File: src/rtl/dpwm_pkg.sv
// Shared defaults for the DPWM duty controller: geometry, step sizes, reset duty
// and the bit positions of the inc/dec pulses on dato.
package dpwm_pkg;

    localparam int DPWM_WIDTH       = 8;
    localparam int DPWM_STEP_FINE   = 1;
    localparam int DPWM_STEP_COARSE = 16;
    localparam int DPWM_DUTY_RST    = 128;

    localparam int INC = 0;
    localparam int DEC = 1;

endpackage

File: src/rtl/dpwm_contador.sv
// Free-running period counter for the DPWM, with a terminal-count flag that marks
// the last cycle of each period.
module dpwm_contador
    import dpwm_pkg::*;
#(
    parameter int WIDTH = DPWM_WIDTH
) (
    input  logic             clkm,
    input  logic             reset,
    output logic [WIDTH-1:0] cnt,
    output logic             tc
);

    // NOTE: registers use non-blocking assignments so every flop samples the pre-edge values.
    always_ff @(posedge clkm or posedge reset) begin
        if (reset) begin
            cnt <= '0;
        end else begin
            cnt <= cnt + 1'b1;
        end
    end

    assign tc = (cnt == {WIDTH{1'b1}});

endmodule

File: src/rtl/dpwm_duty_ctrl.sv
// DPWM with a pending duty register adjusted by inc/dec pulses (saturating) and an
// active duty that is only reloaded at period boundaries, so each period is glitch-free.
module dpwm_duty_ctrl
    import dpwm_pkg::*;
#(
    parameter int WIDTH       = DPWM_WIDTH,
    parameter int STEP_FINE   = DPWM_STEP_FINE,
    parameter int STEP_COARSE = DPWM_STEP_COARSE,
    parameter int DUTY_RST    = DPWM_DUTY_RST
) (
    input  logic             clkm,
    input  logic             reset,
    input  logic [1:0]       dato,
    input  logic             sel,
    output logic             pwm_out,
    output logic [WIDTH-1:0] duty_out,
    output logic             sat_hi,
    output logic             sat_lo,
    output logic             upd
);

    localparam logic [WIDTH:0]   STEP_F     = (WIDTH+1)'(STEP_FINE);
    localparam logic [WIDTH:0]   STEP_C     = (WIDTH+1)'(STEP_COARSE);
    localparam logic [WIDTH-1:0] DUTY_INIT  = WIDTH'(DUTY_RST);

    logic [WIDTH-1:0] cnt;
    logic             tc;
    logic [WIDTH-1:0] duty_q;
    logic [WIDTH-1:0] duty_d;
    logic [WIDTH-1:0] act_q;
    logic [WIDTH:0]   step;
    logic [WIDTH:0]   sum;
    logic [WIDTH:0]   diff;

    dpwm_contador #(
        .WIDTH (WIDTH)
    ) u_contador (
        .clkm  (clkm),
        .reset (reset),
        .cnt   (cnt),
        .tc    (tc)
    );

    // The extra MSB of sum/diff is the overflow/borrow that drives saturation.
    always_comb begin
        // NOTE: default assignment first so no path leaves duty_d unassigned (no latch).
        duty_d = duty_q;
        step   = sel ? STEP_C : STEP_F;
        sum    = {1'b0, duty_q} + step;
        diff   = {1'b0, duty_q} - step;
        if (dato[INC] && !dato[DEC]) begin
            duty_d = sum[WIDTH] ? {WIDTH{1'b1}} : sum[WIDTH-1:0];
        end else if (dato[DEC] && !dato[INC]) begin
            duty_d = diff[WIDTH] ? '0 : diff[WIDTH-1:0];
        end
    end

    // act_q captures the pre-edge pending value on the terminal count, so a pulse in
    // that same cycle is deferred to the next boundary.
    always_ff @(posedge clkm or posedge reset) begin
        if (reset) begin
            duty_q  <= DUTY_INIT;
            act_q   <= DUTY_INIT;
            pwm_out <= 1'b0;
            upd     <= 1'b0;
        end else begin
            duty_q  <= duty_d;
            pwm_out <= (cnt < act_q);
            upd     <= tc && (duty_q != act_q);
            if (tc) begin
                act_q <= duty_q;
            end
        end
    end

    assign duty_out = duty_q;
    assign sat_hi   = &duty_q;
    assign sat_lo   = ~|duty_q;

endmodule

File: config.mk
export PLATFORM = sky130hd
export DESIGN_NAME = dpwm_duty_ctrl
export DESIGN_NICKNAME = d
export VERILOG_FILES = /design/src/rtl/dpwm_pkg.sv /design/src/rtl/dpwm_contador.sv /design/src/rtl/dpwm_duty_ctrl.sv
export SDC_FILE = /design/constraint.sdc
export NUM_CORES = 1
export LEC_CHECK = 0
export CAP_MARGIN = 30
export CORE_UTILIZATION = 60
export CTS_CLUSTER_SIZE = 40
export DETAILED_ROUTE_END_ITERATION = 16
export DONT_BUFFER_PORTS = 1
export PLACE_DENSITY = 0.76
export SLEW_MARGIN = 20
export SYNTH_ARGS = -nofsm -noshare
export SYNTH_HDL_FRONTEND = slang
export SYNTH_SLANG_ARGS = --single-unit
File: constraint.sdc
create_clock -name clkm -period 2.52 [get_ports clkm]
set_input_delay 0.252 -clock clkm [delete_from_list [all_inputs] [get_ports clkm]]
set_output_delay 0.252 -clock clkm [all_outputs]
set_load 0.05 [all_outputs]
==> impl_results.md <==
* Maximum clock rate at 488.7 MHz
* H-Tree Depth at 1
* Main combinational cell family by area after synthesis: simple AND/OR/NAND/NOR gates
* Fin Setup TNS at 0 ns
* NumNets Final at about 220
* Largest cells by area after synthesis: dfrtp_1 (34%), ha_1 (11%), xor2_1 (5.4%)
* Maxcap violations at 0
* Count of state elements after synthesis at 26
* Multi-input logic area at between 0.001 and 0.0015 mm^2
* Power share of the sequential group at 33.8%
* NetSw at 0.0008018 W
* Clock share of power at between 15 and 20%
* Synth Area in Compound Gates at 16.17%
* Syn_nets at 206
* Initial drt markers at 77
* TritonCTS Buffers at 3
* Crit. End Element: primary output
* Synth Area in XOR/XNOR at 7.384%
* CP arrival at 1.79 ns
* Clock sinks at 26
* WS Path Type: reg2out
* Period utilisation layout at between 80% and 90%
* Area Growth Syn to Fin at 8.791%
* Clock transition at path regs at 0.15 ns
* Skew final at 0.005670 ns
* Die span in y at about 56 um
* Layout cells sized above 1 at 13.92%
* Mean post-synth cell area at around 9.6 um^2
* Fin area at 0.001936 mm^2
* Number of routed nets with antenna violations at 0
* Comb pwr share at 49.5%
* R2R depth at 6
* Final Instance Count excl. Fillers at 225
* Fillers at 226
* Status: finished, final reports clean
* Post-synth EDFFs at 0
* VDD IR max at 0.0009769 V
* CP max FO at 7
* Post-Syn Instances at around 190
* Port Buffer Count at 0
* Detailed-route via count at 1405
* Multiplexer share of the synthesized area at 5.485%
* Tightest Pin Transition at 0.5617 ns
* Post-synth top flop: dfrtp_1
* Cell taking the most area after synthesis: dfrtp_1
* Ant. Diodes at 0
* Critical path's slowest cell: and3_1
* Crit path capture: sat_lo
* Tot GR Track Use at 25.89%
* Crit path launch: duty_out[4]$_DFFE_PP0P_
* Final setup vio count at 0
* Adder-cell share of the synthesized area at between 10% and 20%
* Max stage delay on crit path at about 0.54 ns
* Most frequent cells in the layout: dfrtp_1 (24), inv_1 (16), ha_1 (15)
* Fin. max-slew vios at 0
* Final critical-path required period at 2.046 ns
* Clock Root Buffer: clkbuf_4
* First-pass GRT wire length at about 6.5 mm
* Commonest non-fill, non-tap cell in the layout: dfrtp_1
* RR Endpoint: duty_out[5]$_DFFE_PP0P_
* Critical Path, Cell by Cell: buf_4 -> nor4_1 -> and3_1
* Async SR Flop Fraction at 100.0%
* I/O Pins at 17
* Register Area at 653.1 um^2
* Starting Density at 63.97%
* Synth cell types at 51
* Post-CTS setup buffers at 0
* Clock tree buffer depth at 2
* Finished Core Util at 69.59%
* Required @ worst endpoint at ~2.3 ns
* Switching Share at 45.82%
* Int Power at 0.0009480 W
* Worst R2R Setup Slack at 0.48 ns
* Via-per-instance ratio at roughly 6.2
* Area after DPL at 0.001873 mm^2
* Placer congestion estimate at 0.9079
* Cell area after synthesis at 0.001779 mm^2
* Vias in the first global route at 1359
* DIE AREA at 0.003187 mm^2
* Power Dens Cells at 904.0 mW/mm^2
* Placed wire-length estimate at roughly 2.9 mm
* Gr ovfl total at 0
* Worst Setup Start Kind: flop
* Post-Route WL at 3.848 mm
* Initial antenna violation count at 0
* Post-synthesis simple-gate area fraction at between 15 and 20%
* Core Box Area at 0.002781 mm^2
* Fin worst setup slack at 0.4738 ns
* Post-route DRC at 0
* Rows at 19
* Seq/Total Area, Yosys at 36.71%
* Leak at around 0.9 nW
* Worst Hold Class: in2async
* RSZ-0062 raised after global routing: no
* Max transition margin at between 60% and 70%
* Largest net degree at the start of global routing at 18
* 1st-pass router iterations at 4
* Wire length per cell at 17.10 um
* Worst-skew pair later-pin latency at 0.33 ns
* Final hold vios at 0
* Place WS at 0.5154 ns
* Inst Count DP at 220
* CTS tree: yes
* Share of the synthesized area in the top cell type at 33.76%
* Reg2reg start: duty_out[0]$_DFFE_PP0P_
* Yosys warns at 0
* Die Width at about 56 um
## routing by layer
metal  part of all wire [%]  vias up  GRT usage (%)
met3                    6.1        2          3.687
li1                       -      686              -
met5                      0        -              0
met2                     46       52          38.32
met1                     48      665          39.34
met4                   0.55        0          7.317
## cell type report
type	count	share of cell area, %
clock buffers	3	1.164
clock inverters	1	1.551
inverters	17	3.297
multi-input cells	134	52.68
flip-flops and latches	26	33.74
well taps	31	2.004
repair buffers	13	5.559
## how the worst min path moves through the flow
stage | from | end | slack, ns | depth (start not counted)
after floorplan | reset | act_q[0]$_DFFE_PP0P_ | 0.29 | 1
after global placement | reset | u_contador.cnt[7]$_DFF_PP0_ | 0.41 | 1
after detailed placement | reset | u_contador.cnt[7]$_DFF_PP0_ | 0.20 | 1
after CTS | reset | u_contador.cnt[7]$_DFF_PP0_ | 0.39 | 2
after global routing | reset | u_contador.cnt[7]$_DFF_PP0_ | 0.43 | 2
final | reset | u_contador.cnt[7]$_DFF_PP0_ | 0.38 | 2
## Yosys cell counts, types with 4 or more instances
cell type  instances
a211oi_1           4
a21oi_1            4
and3_1             4
clkbuf_1           7
dfrtp_1           24
ha_1              15
inv_1             16
mux2_2             6
nand2_1            9
nand3_1            4
nor2_1            10
nor2b_1            5
nor4_1             5
o211ai_1           4
o21ai_0            6
xnor2_1            4
xor2_1            11
## timing repair
action,in CTS,in global routing
gates resized for setup,0,0
hold buffers,1,0
endpoints found under the hold margin,12,0
## cell families after synthesis
group / count (synthesis)
adder cells (fa/ha/maj): 15
AND/OR/NAND/NOR: 55
flip-flops: 26
XOR/XNOR: 15
AO/OA/AOI/OAI: 40
buffers and inverters: 26
multiplexers: 9
## metrics by stage
step	hold WS, ns	power [W]
2_1_floorplan	0.2905	0.001230
4_1_cts	0.3871	0.001749
3_5_place_dp	0.1985	0.001453
5_1_grt	0.4292	0.001846
6_report	0.3783	0.001750
3_3_place_gp	0.4143	0.001437
## state kept, by name, indices dropped and copies added (netlist names)
name            count
act_q               8
duty_out            8
pwm_out             1
u_contador.cnt      8
upd                 1
## power groups by stage
stage | Combinational, W | Clock, W | Sequential (W)
after global placement | 0.000844 | 0 | 0.000593
after detailed placement | 0.000855 | 0 | 0.000597
final | 0.000865 | 0.000293 | 0.000591
after global routing | 0.000933 | 0.000307 | 0.000607
after CTS | 0.000861 | 0.000298 | 0.000590
after floorplan | 0.000494 | 0 | 0.000736
## critical path, delay by kind of cell (launching register included)
kind	cells	cell delay (ns)
and+or+nand+nor	2	0.82
DFF	1	0.42
buffers and inverters	1	0.22
Power figures use the tool's default switching activity.
==> RTL edit 1 (same flow settings) <==
The output `pwm_out` loses its register stage (`pwm_out` becomes a continuous assignment).
--- a/src/rtl/dpwm_duty_ctrl.sv
+++ b/src/rtl/dpwm_duty_ctrl.sv
@@ -62,9 +62,7 @@
             duty_q  <= DUTY_INIT;
             act_q   <= DUTY_INIT;
-            pwm_out <= 1'b0;
             upd     <= 1'b0;
         end else begin
             duty_q  <= duty_d;
-            pwm_out <= (cnt < act_q);
             upd     <= tc && (duty_q != act_q);
             if (tc) begin
@@ -74,4 +72,6 @@
     end
 
+    assign pwm_out = (cnt < act_q);
+
     assign duty_out = duty_q;
     assign sat_hi   = &duty_q;
Function: changed (Yosys sat finds a counterexample within 4 cycles, from zero or initial values and one cycle with reset high).
==> RTL edit 1 against the original RTL <==
- count of clock-buffer cells in the layout did not move
- total power fell by 6.4%
- routed wire length fell by 0.62%
- non-clock buffer count did not move
- sequential cell count fell by 1
- worst setup slack got worse by 0.32 ns
- area after synthesis fell by 1.4%
- design area fell by 1.7%
- largest power group unchanged
- highest routed layer unchanged
==> RTL edit 1: results (changes against the original RTL) <==
stage	metric	value	unit	change
critical_path	r2r_slack	0.46	ns	was 0.48 ns
placed_design	dp_slack	0.5015	ns	was 0.5154 ns
yosys	synth_compound_area_frac	0.1641		was 0.1617
grt	grt_pass1_vias	1414		was 1359
status	status	finished clean		unchanged
critical_path	critPathTopFamily	compound AO/OA/AOI/OAI gates		was simple AND/OR/NAND/NOR gates
placed_design	hpwl	2869	µm	was 2909 µm
grt	track_usage	0.2691		was 0.2589
critical_path	cp_slowest_cell	dfrtp_1		was and3_1
power_and_ir_drop	internal_power	0.0008288	W	was 0.0009480 W
timing	skew	0.008545	ns	was 0.005670 ns
clock_network	cts-htree-levels	1		unchanged
yosys	synth_common_cells	dfrtp_1 (23), inv_1 (16), ha_1 (15)		was dfrtp_1 (24), inv_1 (16), ha_1 (15)
power_and_ir_drop	ir_drop	0.0007799	V	was 0.0009769 V
hold_path	min_path_type	primary input to asynchronous set/reset pin		unchanged
grt	grt_max_degree	26		was 18
finish	drive_gt1_frac	0.1399		was 0.1392
critical_path	crit_fanout	4		was 7
placed_design	gp_congestion	0.8956		was 0.9079
placed_design	dpl_cell_area	0.001833	mm²	was 0.001873 mm²
yosys	synthXorXnorAreaFrac	0.07489		was 0.07384
timing	setup_ws	0.1554	ns	was 0.4738 ns
clock_network	cts_buffer_depth	2		unchanged
yosys	synth_seq_area_share	0.3581		was 0.3671
yosys	synthMuxAreaShare	0.05563		was 0.05485
power_and_ir_drop	p_leak	0.8791	nW	was 0.8964 nW
routing	wl	3824	µm	was 3848 µm
finish	nFillCells	241		was 226
routing	avgViaCountPerCell	6.424		was 6.244
routing	drt_iter0_drc	69		was 77
grt	grt_pass1_wl	6561	µm	was 6499 µm
finish	num_antenna_cells	0		unchanged
RTL edit 1: cell types whose count changed after synthesis, sizes merged:
cell,delta
dfrtp,-1
RTL edit 1: layout make-up:
cell class                      instances  area share
Tap cell                               31     0.02038
Multi-Input combinational cell        134      0.5365
Inverter                               17     0.03353
Clock inverter                          1    0.004602
Timing Repair Buffer                   13     0.06312
Clock buffer                            3     0.01183
Sequential cell                        25      0.3300
RTL edit 1: through the flow:
stage	hold WS (ns)	util	instances
floorplan	0.2778	-	185
global placement	0.3939	0.6647	218
detailed placement	0.4045	0.6647	218
CTS	0.01781	0.6760	222
global route	0.3908	0.6901	224
finish	0.3529	0.6901	224
RTL edit 1: power groups by stage:
| stage | Sequential (W) | Clock, W | Combinational (W) |
|---|---|---|---|
| 2_1_floorplan | 0.000720 | 0 | 0.000493 |
| 3_3_place_gp | 0.000578 | 0 | 0.000828 |
| 3_5_place_dp | 0.000582 | 0 | 0.000839 |
| 4_1_cts | 0.000575 | 0.000210 | 0.000845 |
| 5_1_grt | 0.000590 | 0.000219 | 0.000929 |
| 6_report | 0.000578 | 0.000205 | 0.000855 |
RTL edit 1: final timing paths:
path,start,end,cells past startpoint
worst max-delay path,u_contador.cnt[4],pwm_out,6
worst min-delay path,reset,duty_out[6],2
worst max register to register,duty_out[0],duty_out[5],6
worst min register to register,u_contador.cnt[0],u_contador.cnt[0],1
max in group asynchronous,reset,u_contador.cnt[5],3
min in group clkm,sel,duty_out[0],4
RTL edit 1: per-layer routing:
layer | up-vias | part of all wire | global-route usage
met2 | 44 | 0.44 | 0.4014
li1 | 683 | - | -
met3 | 7 | 0.070 | 0.04651
met5 | - | 0 | 0
met1 | 705 | 0.47 | 0.3825
met4 | 0 | 0.017 | 0.1220
==> RTL edit 2 (config.mk and constraints unchanged) <==
Without the edit above. The package constant `DPWM_WIDTH` goes from 8 to 6.
--- a/src/rtl/dpwm_pkg.sv
+++ b/src/rtl/dpwm_pkg.sv
@@ -3,5 +3,5 @@
 package dpwm_pkg;
 
-    localparam int DPWM_WIDTH       = 8;
+    localparam int DPWM_WIDTH       = 6;
     localparam int DPWM_STEP_FINE   = 1;
     localparam int DPWM_STEP_COARSE = 16;
Interface: changed (resized duty_out); port bits go from 17 to 15. The function was not compared with the original's and may differ.
==> RTL edit 2 against the original RTL <==
- clock skew barely moved
- area after synthesis decreased by 24%
- count of clock-buffer cells in the layout unchanged
- global-route usage decreased by 0.58 points
- design area down 25%
- routed wire length fell by 29%
- sequential cell count fell by 6
- total power fell by 24%
- combinational power down 18%
- worst setup slack got worse by 0.0075 ns
- hold slack gained 0.074 ns
- critical path type unchanged
- critical endpoint unchanged
==> RTL edit 2: results (changes against the original RTL) <==
stage	metric	value	unit	change
placed_design	numPortBuffers	0		unchanged
grt	grt_pass1_vias	1017		was 1359
clock_network	cts_hold_buf	1		unchanged
yosys	synthDistinctLibCells	43		was 51
timing	tightest_slew	0.7766	ns	was 0.5617 ns
routing	drt_iter0_drc	26		was 77
power_and_ir_drop	ir_drop	0.0006895	V	was 0.0009769 V
yosys	async_reset_ff_frac	1.000		unchanged
status	status	finished clean		unchanged
critical_path	reg2reg_from	duty_out[0]		unchanged
hold_path	min_path_type	primary input to register		was primary input to asynchronous set/reset pin
power_and_ir_drop	p_leak	0.6586	nW	was 0.8964 nW
finish	nFillCells	175		was 226
critical_path	crit_end	sat_lo		unchanged
grt	antenna_found_initial	0		unchanged
placed_design	hpwl	2026	µm	was 2909 µm
clock_network	clk_pin_slew	0.11	ns	was 0.15 ns
critical_path	crit_fanout	13		was 7
grt	grt_pass1_wl	4650	µm	was 6499 µm
grt	grt_max_degree	21		was 18
yosys	synth.area.top_cells	dfrtp_1 (37%), ha_1 (12%), xnor2_1 (4.5%)		was dfrtp_1 (34%), ha_1 (11%), xor2_1 (5.4%)
critical_path	rr_worst_depth	7		was 6
grt	track_usage	0.2531		was 0.2589
clock_network	clk_latency	0.30	ns	was 0.33 ns
routing	wl	2736	µm	was 3848 µm
clock_network	cts-htree-levels	1		unchanged
finish	layout.nets	170		was 215
yosys	synthesis.nets	164		was 206
finish	num_antenna_cells	0		unchanged
timing	skew	0.005508	ns	was 0.005670 ns
placed_design	gp_congestion	0.8962		was 0.9079
yosys	yosys_warnings	0		unchanged
clock_network	cts_setup_buffers	0		unchanged
clock_network	root_buffer	clkbuf_4		unchanged
routing	firstDrtPassIters	4		unchanged
clock_network	cts_made_buffers	3		unchanged
clock_network	cts_buffer_depth	2		unchanged
critical_path	r2r_slack	0.51	ns	was 0.48 ns
routing	avgViaCountPerCell	6.282		was 6.244
yosys	synth_seq_area_share	0.3693		was 0.3671
critical_path	reg2reg_to	duty_out[1]		was duty_out[5]
critical_path	crit_start	duty_out[3]		was duty_out[4]
critical_path	arrival	1.80	ns	
clock_network	cts_resized	0		unchanged
finish	drive_gt1_frac	0.1133		was 0.1392
yosys	synth_common_cells	dfrtp_1 (20), inv_1 (15), ha_1 (13)		was dfrtp_1 (24), inv_1 (16), ha_1 (15)
-- RTL edit 2: cell types whose count changed after synthesis, sizes merged, moves of 3 or more --
cell / before / now
xnor2: 4 / 7
mux2: 6 / 1
a31oi: 0 / 4
buf: 2 / 6
xor2: 11 / 3
clkbuf: 7 / 2
dfrtp: 24 / 20
nor2: 10 / 5
a211oi: 4 / 0
nand4: 1 / 4
nor4: 5 / 2
-- RTL edit 2: logic make-up after synthesis --
| kind of cell | share of synthesized area |
|---|---|
| flip-flops | 0.3693 |
| adder cells (fa/ha/maj) | 0.1200 |
| AO/OA/AOI/OAI | 0.1736 |
| XOR/XNOR | 0.06464 |
| AND/OR/NAND/NOR | 0.1865 |
| buffers and inverters | 0.07017 |
| multiplexers | 0.01570 |
-- RTL edit 2: critical path, stage by stage, from the launching register on --
cell     delay, ns
dfrtp_1       0.57
or4_1         0.59
nor3_2        0.13
buf_4         0.22
-- RTL edit 2: final cells by class --
type	instances	share of cell area
clock buffer	3	0.01556
multi-input combinational	103	0.5281
sequential	20	0.3457
inverter	15	0.03889
timing repair buffer	9	0.04840
tap	27	0.02334
-- RTL edit 2: worst min path at each step --
stage                              to   from  slack (ns)  depth (start not counted)
final                     duty_out[0]    sel        0.45                          4
after CTS                 duty_out[0]    sel        0.44                          4
after global placement       act_q[0]  reset        0.31                          1
after detailed placement  duty_out[0]  reset        0.32                          1
after floorplan              act_q[0]  reset        0.22                          1
after global routing      duty_out[0]    sel        0.50                          4
-- RTL edit 2: per-layer routing --
| layer | share of wire | global-route usage | routed length (µm) |
|---|---|---|---|
| met3 | 0.065 | 0.04630 | 178 |
| met1 | 0.50 | 0.3654 | 1356 |
| met5 | 0 | 0 | 0 |
| met4 | 0.016 | 0.09048 | 44 |
| met2 | 0.42 | 0.3761 | 1157 |
-- RTL edit 2: where the power goes --
part | leakage [nW] | internal [W] | switching [W]
Clock | 0.0138 | 0.0000558 | 0.0000926
Combinational | 0.392 | 0.000256 | 0.000455
Sequential | 0.253 | 0.000365 | 0.000108
Total | 0.659 | 0.000677 | 0.000656
-- RTL edit 2: through the flow --
step / instances / hold slack, ns / total power [W] / setup WS (ns) / area, µm²
global placement: 173 / 0.3096 / 0.001157 / 0.6250 / 1415
finish: 177 / 0.4528 / 0.001333 / 0.4664 / 1448
global route: 177 / 0.4983 / 0.001417 / 0.3899 / 1448
detailed placement: 173 / 0.3155 / 0.001177 / 0.5620 / 1415
floorplan: 146 / 0.2158 / 0.001014 / 0.2642 / 1360
CTS: 177 / 0.4440 / 0.001330 / 0.4540 / 1448
